$ cat src/rtl/axiline_inference_sequencer.sv
// Batch sequencer for an accumulate-style inference datapath: issues per-chunk buffer reads,
// aligns sel/comb_valid with the buffer latency, and hands each sample's result out on ready/valid.
module axiline_inference_sequencer #(
  parameter int unsigned bitwidth    = 32,
  parameter int unsigned size        = 10,
  parameter int unsigned numChunk    = 25,
  parameter int unsigned logNumChunk = 5,
  parameter int unsigned pipeLatency = 3,
  parameter int unsigned addrWidth   = 16,
  parameter int unsigned sampleWidth = 16
) (
  input  logic                   clk,
  input  logic                   rst,
  input  logic                   start,
  input  logic [sampleWidth-1:0] num_samples,
  input  logic [addrWidth-1:0]   base_addr,
  output logic                   busy,
  output logic                   done,
  output logic                   buf_rd_en,
  output logic [addrWidth-1:0]   buf_rd_addr,
  output logic                   acc_sel,
  output logic                   acc_comb_valid,
  input  logic [bitwidth-1:0]    acc_data_out_r,
  output logic                   result_valid,
  input  logic                   result_ready,
  output logic [bitwidth-1:0]    result_data,
  output logic [sampleWidth-1:0] result_idx
);

  localparam int unsigned DrainWidth = (pipeLatency > 1) ? $clog2(pipeLatency + 1) : 1;
  localparam logic [logNumChunk-1:0] LastChunk = logNumChunk'(numChunk - 1);
  localparam logic [DrainWidth-1:0]  LastDrain = DrainWidth'(pipeLatency);

  if (numChunk < 1 || pipeLatency < 1 || size < 1 ||
      (64'(1) << logNumChunk) < 64'(numChunk)) begin : g_param_check
    $error("axiline_inference_sequencer: invalid parameter set");
  end

  typedef enum logic [2:0] {
    StIdle,
    StIssue,
    StDrain,
    StHold,
    StFinish
  } state_e;

  state_e                 state_q;
  logic [sampleWidth-1:0] num_q;
  logic [sampleWidth-1:0] sample_q;
  logic [logNumChunk-1:0] chunk_q;
  logic [DrainWidth-1:0]  drain_q;
  logic [addrWidth-1:0]   next_addr_q;

  always_ff @(posedge clk or negedge rst) begin
    if (!rst) begin
      state_q        <= StIdle;
      num_q          <= '0;
      sample_q       <= '0;
      chunk_q        <= '0;
      drain_q        <= '0;
      next_addr_q    <= '0;
      busy           <= 1'b0;
      done           <= 1'b0;
      buf_rd_en      <= 1'b0;
      buf_rd_addr    <= '0;
      acc_sel        <= 1'b0;
      acc_comb_valid <= 1'b0;
      result_valid   <= 1'b0;
      result_data    <= '0;
      result_idx     <= '0;
    end else begin
      done           <= 1'b0;
      acc_sel        <= 1'b0;
      acc_comb_valid <= 1'b0;
      unique case (state_q)
        StIdle: begin
          if (start) begin
            busy <= 1'b1;
            if (num_samples != '0) begin
              num_q       <= num_samples;
              sample_q    <= '0;
              chunk_q     <= '0;
              buf_rd_en   <= 1'b1;
              buf_rd_addr <= base_addr;
              state_q     <= StIssue;
            end else begin
              state_q <= StFinish;
            end
          end
        end
        StIssue: begin
          // Registered one cycle so sel/comb_valid meet the buffer's read data.
          acc_sel        <= (chunk_q != '0);
          acc_comb_valid <= (chunk_q == LastChunk);
          if (chunk_q == LastChunk) begin
            chunk_q     <= '0;
            drain_q     <= '0;
            next_addr_q <= buf_rd_addr + 1'b1;
            buf_rd_en   <= 1'b0;
            buf_rd_addr <= '0;
            state_q     <= StDrain;
          end else begin
            chunk_q     <= chunk_q + 1'b1;
            buf_rd_addr <= buf_rd_addr + 1'b1;
          end
        end
        StDrain: begin
          if (drain_q == LastDrain) begin
            result_data  <= acc_data_out_r;
            result_idx   <= sample_q;
            result_valid <= 1'b1;
            state_q      <= StHold;
          end else begin
            drain_q <= drain_q + 1'b1;
          end
        end
        StHold: begin
          if (result_ready) begin
            result_valid <= 1'b0;
            sample_q     <= sample_q + 1'b1;
            if (sample_q == num_q - 1'b1) begin
              state_q <= StFinish;
            end else begin
              buf_rd_en   <= 1'b1;
              buf_rd_addr <= next_addr_q;
              state_q     <= StIssue;
            end
          end
        end
        StFinish: begin
          done    <= 1'b1;
          busy    <= 1'b0;
          state_q <= StIdle;
        end
        default: state_q <= StIdle;
      endcase
    end
  end

endmodule
$ cat config.mk
export PLATFORM = sky130hd
export DESIGN_NAME = axiline_inference_sequencer
export DESIGN_NICKNAME = d
export VERILOG_FILES = /design/src/rtl/axiline_inference_sequencer.sv
export SDC_FILE = /design/constraint.sdc
export NUM_CORES = 1
export LEC_CHECK = 0
export CORE_MARGIN = 5
export CORE_UTILIZATION = 57
export CTS_CLUSTER_DIAMETER = 60
export DETAILED_ROUTE_END_ITERATION = 10
export DONT_BUFFER_PORTS = 1
export PLACE_DENSITY_LB_ADDON = 0.25
export SLEW_MARGIN = 40
export SYNTH_ARGS = -nofsm -noshare
export SYNTH_HDL_FRONTEND = slang
export SYNTH_SLANG_ARGS = --single-unit
$ cat constraint.sdc
create_clock -name clk -period 8.6 [get_ports clk]
set_input_delay 1.29 -clock clk [delete_from_list [all_inputs] [get_ports clk]]
set_output_delay 1.29 -clock clk [all_outputs]
set_load 0.005 [all_outputs]
==> results by group <==
Synth
  – Async SR Flop Fraction: 1.000
  – YS warnings: 0
  – Mapped Nets: 685
  – Synth Cell Area: 0.006511 mm²
  – Top cell type's share of synthesized area: 0.4919
  – Syn avg cell area: 10.66 µm²
  – Yosys cell types: 67
  – EDFF count, synth: 0
  – Seq cells post-synth: 128
  – Cells after Synth: 611
  – Seq/Total Area, Yosys: 0.4919
  – Synth Flop Type: dfrtp_1
  – Top cells by count, synth: 128 x dfrtp_1, 64 x mux2_2, 51 x nand2_1
  – Count leader, synth: dfrtp_1
  – Ranking of synthesized cells by area: dfrtp_1 49%, mux2_2 11%, xnor2_1 3.2%
  – Leading area contributor after synthesis: dfrtp_1

Pwr
  – Clock share of power: 0.341
  – Psw: 746.6 µW
  – Leak Pwr: 0.003248 µW
  – Logic pwr share: 0.275
  – Max VDD drop: 0.0001739 V
  – Sequential Power Share: 0.384
  – Power Internal: 1526 µW
  – Switching Share: 0.3286
  – Power per Cell Area: 313.8 mW/mm²

GRT
  – Global-route wire length before repair: 24530 µm
  – Number of antenna violations at the first check in global routing: 0
  – Vias in the first global route: 4802
  – Total GRT Usage: 0.2334
  – Largest net degree at the start of global routing: 129
  – Remaining Overflow, GRT: 0

Timing
  – Minimum clock period: 3.328 ns
  – Slew Viols, Final: 0
  – Final Hold Violating Endpoints: 0
  – Clock skew: 0.005048 ns
  – Worst slew pin tran: 0.7847 ns
  – RSZ-0062 raised after global routing: false
  – Setup violators final: 0
  – Fin crit share: 0.3870
  – Max Fclk: 0.3004 GHz
  – Slew HR: 0.4756
  – Setup Total Neg Slack: 0 ns

Layout
  – Multi-input logic area: 0.003138 mm²
  – Inserted Diodes: 0
  – Area delta synth->final: 11.20%
  – Layout cell share with drive strength beyond 1: 0.2003
  – # fillers: 905
  – Final non-filler cell total: 757
  – Seq. cell area: 0.003203 mm²
  – Final #Nets: 677

Routing
  – Pre-Repair DR Iteration Count: 5
  – DRT iter0 DRCs: 400
  – Routed len/inst: 20.11 µm
  – Post-route ant nets: 0
  – Post-Route WL: 15230 µm
  – Routed vias/inst: 6.219
  – Vias: 4708
  – Drt drc: 0

Clocking
  – Sink Count: 128
  – Clk buf depth: 2
  – Clock H-tree levels: 4
  – CTS resizes: 0
  – Post-CTS Setup Bufs: 0
  – Root buffer cell: clkbuf_16
  – CTS tree: yes
  – CTS buffer count: 17
  – # hold bufs at CTS: 0
  – Worst-skew pair later-pin latency: 0.41 ns
  – Clock transition at path regs: 0.05 ns

Floorplan
  – Die ar.: 0.01366 mm²
  – FP Rows: 39
  – Core area: 0.01132 mm²
  – Chip width: 116.9 µm
  – Die height: 116.9 µm
  – I/O pin count: 138
  – Starting Density: 0.5752

Worst hold path
  – Worst Hold Endpoint: next_addr_q[10]
  – Hold crit path type: reg -> reg
  – Hold_sp: next_addr_q[10]
  – Hold Path Stages: 2

Critical path
  – WS Path Type: reg -> reg
  – Critical Path End Type: flop
  – R2R cell count: 9
  – FF-to-FF End: buf_rd_addr[14]
  – Worst Path Arrival: 3.62 ns
  – Worst R2R Setup Slack: 5.27 ns
  – Crit path launch type: flop
  – FF-to-FF Start: num_q[0]
  – Crit Path Max Fanout: 12
  – WP data required: 8.89 ns

Placed design
  – Final Wtd Congestion: 0.9244
  – DP Wirelength: 10740 µm
  – Placed cell count: 727
  – # port buffers: 0

Run
  – Max-cap violations: 0

Outcome
  – Run status: finished clean
==> worst max-delay path: stages (launching register included) <==
cell       delay (ns)
dfrtp_1          0.41
inv_1            0.08
ha_1             0.22
or4b_4           0.53
o2bb2ai_1        0.21
a311oi_1         0.12
a211oi_1         0.51
nor3_2           0.17
a21oi_4          0.54
mux2_2           0.40
==> flip-flops by register name (all words and copies together) (netlist names) <==
signal          count
result_valid        1
drain_q             2
result_idx         16
next_addr_q        16
buf_rd_addr        16
state_q             3
chunk_q             5
acc_sel             1
buf_rd_en           1
acc_comb_valid      1
result_data        32
done                1
sample_q           16
busy                1
num_q              16
==> layout by cell type (no fill, tap or decap), drive strengths merged, types with 3 or more instances in the layout <==
cell type / n
a21oi: 27
clkinv: 4
o211ai: 5
nor4: 9
and3: 16
mux2: 72
nand2b: 6
inv: 13
clkbuf: 20
nor4b: 4
dfrtp: 128
xor2: 20
nor2b: 4
bufinv: 5
o22ai: 4
ha: 6
buf: 4
nor3: 13
o21ai: 39
nor2: 44
or3: 8
nand2: 51
o311ai: 4
nor3b: 3
a31oi: 4
nand3: 25
a211oi: 3
nand4: 10
and2: 4
a21o: 3
xnor2: 24
==> layout make-up <==
class,instances,share of cell area
Clock buffer,20,0.06307
Clock inverter,10,0.02557
Inverter,13,0.006739
Multi-Input combinational cell,439,0.4334
Sequential cell,128,0.4424
Tap cell,143,0.02471
Timing Repair Buffer,4,0.004147
==> cell families (layout without fill, tap and decap cells) <==
family,after synthesis,in the layout,share of synthesized area
simple gates,207,207,0.1704
xor+xnor,45,45,0.06264
flops,128,128,0.4919
mux,74,74,0.1322
compound gates,107,107,0.1024
buf+inv,44,47,0.02882
fa+ha+maj,6,6,0.01153
==> how the worst max path moves through the flow <==
stage	slack (ns)	start	cells past startpoint	end
after floorplan	5.70	start	7	num_q[10]
after global placement	5.21	num_samples[1]	7	sample_q[9]
after detailed placement	5.07	num_samples[1]	7	sample_q[15]
after CTS	5.33	num_q[0]	9	buf_rd_addr[14]
after global routing	5.16	num_q[0]	9	buf_rd_addr[14]
final	5.27	num_q[0]	9	buf_rd_addr[14]
==> per-layer routing <==
layer | track usage | vias up | wire length [µm]
met4 | 0.1330 | 0 | 649
met5 | 0 | - | 0
met2 | 0.3781 | 157 | 7649
met1 | 0.2790 | 2335 | 5984
met3 | 0.06735 | 45 | 943
li1 | - | 2171 | -
==> metrics by stage <==
step	setup WS, ns	hold slack, ns	util	area (µm²)	power, µW
floorplan	5.696	0.4423	-	6511	1351
global placement	5.206	0.4589	0.5818	6586	1468
detailed placement	5.068	0.4634	0.5824	6594	1493
CTS	5.329	0.4768	0.6391	7236	2281
global route	5.161	0.5033	0.6396	7241	2398
finish	5.272	0.4752	0.6396	7241	2272
==> power groups by stage <==
stage / logic (µW) / registers, µW / clock network [µW]
finish: 625 / 872 / 775
global route: 691 / 892 / 815
CTS: 620 / 870 / 790
detailed placement: 615 / 878 / 0
global placement: 592 / 876 / 0
floorplan: 543 / 808 / 0
Note: power is estimated with default switching activity, not from simulation.
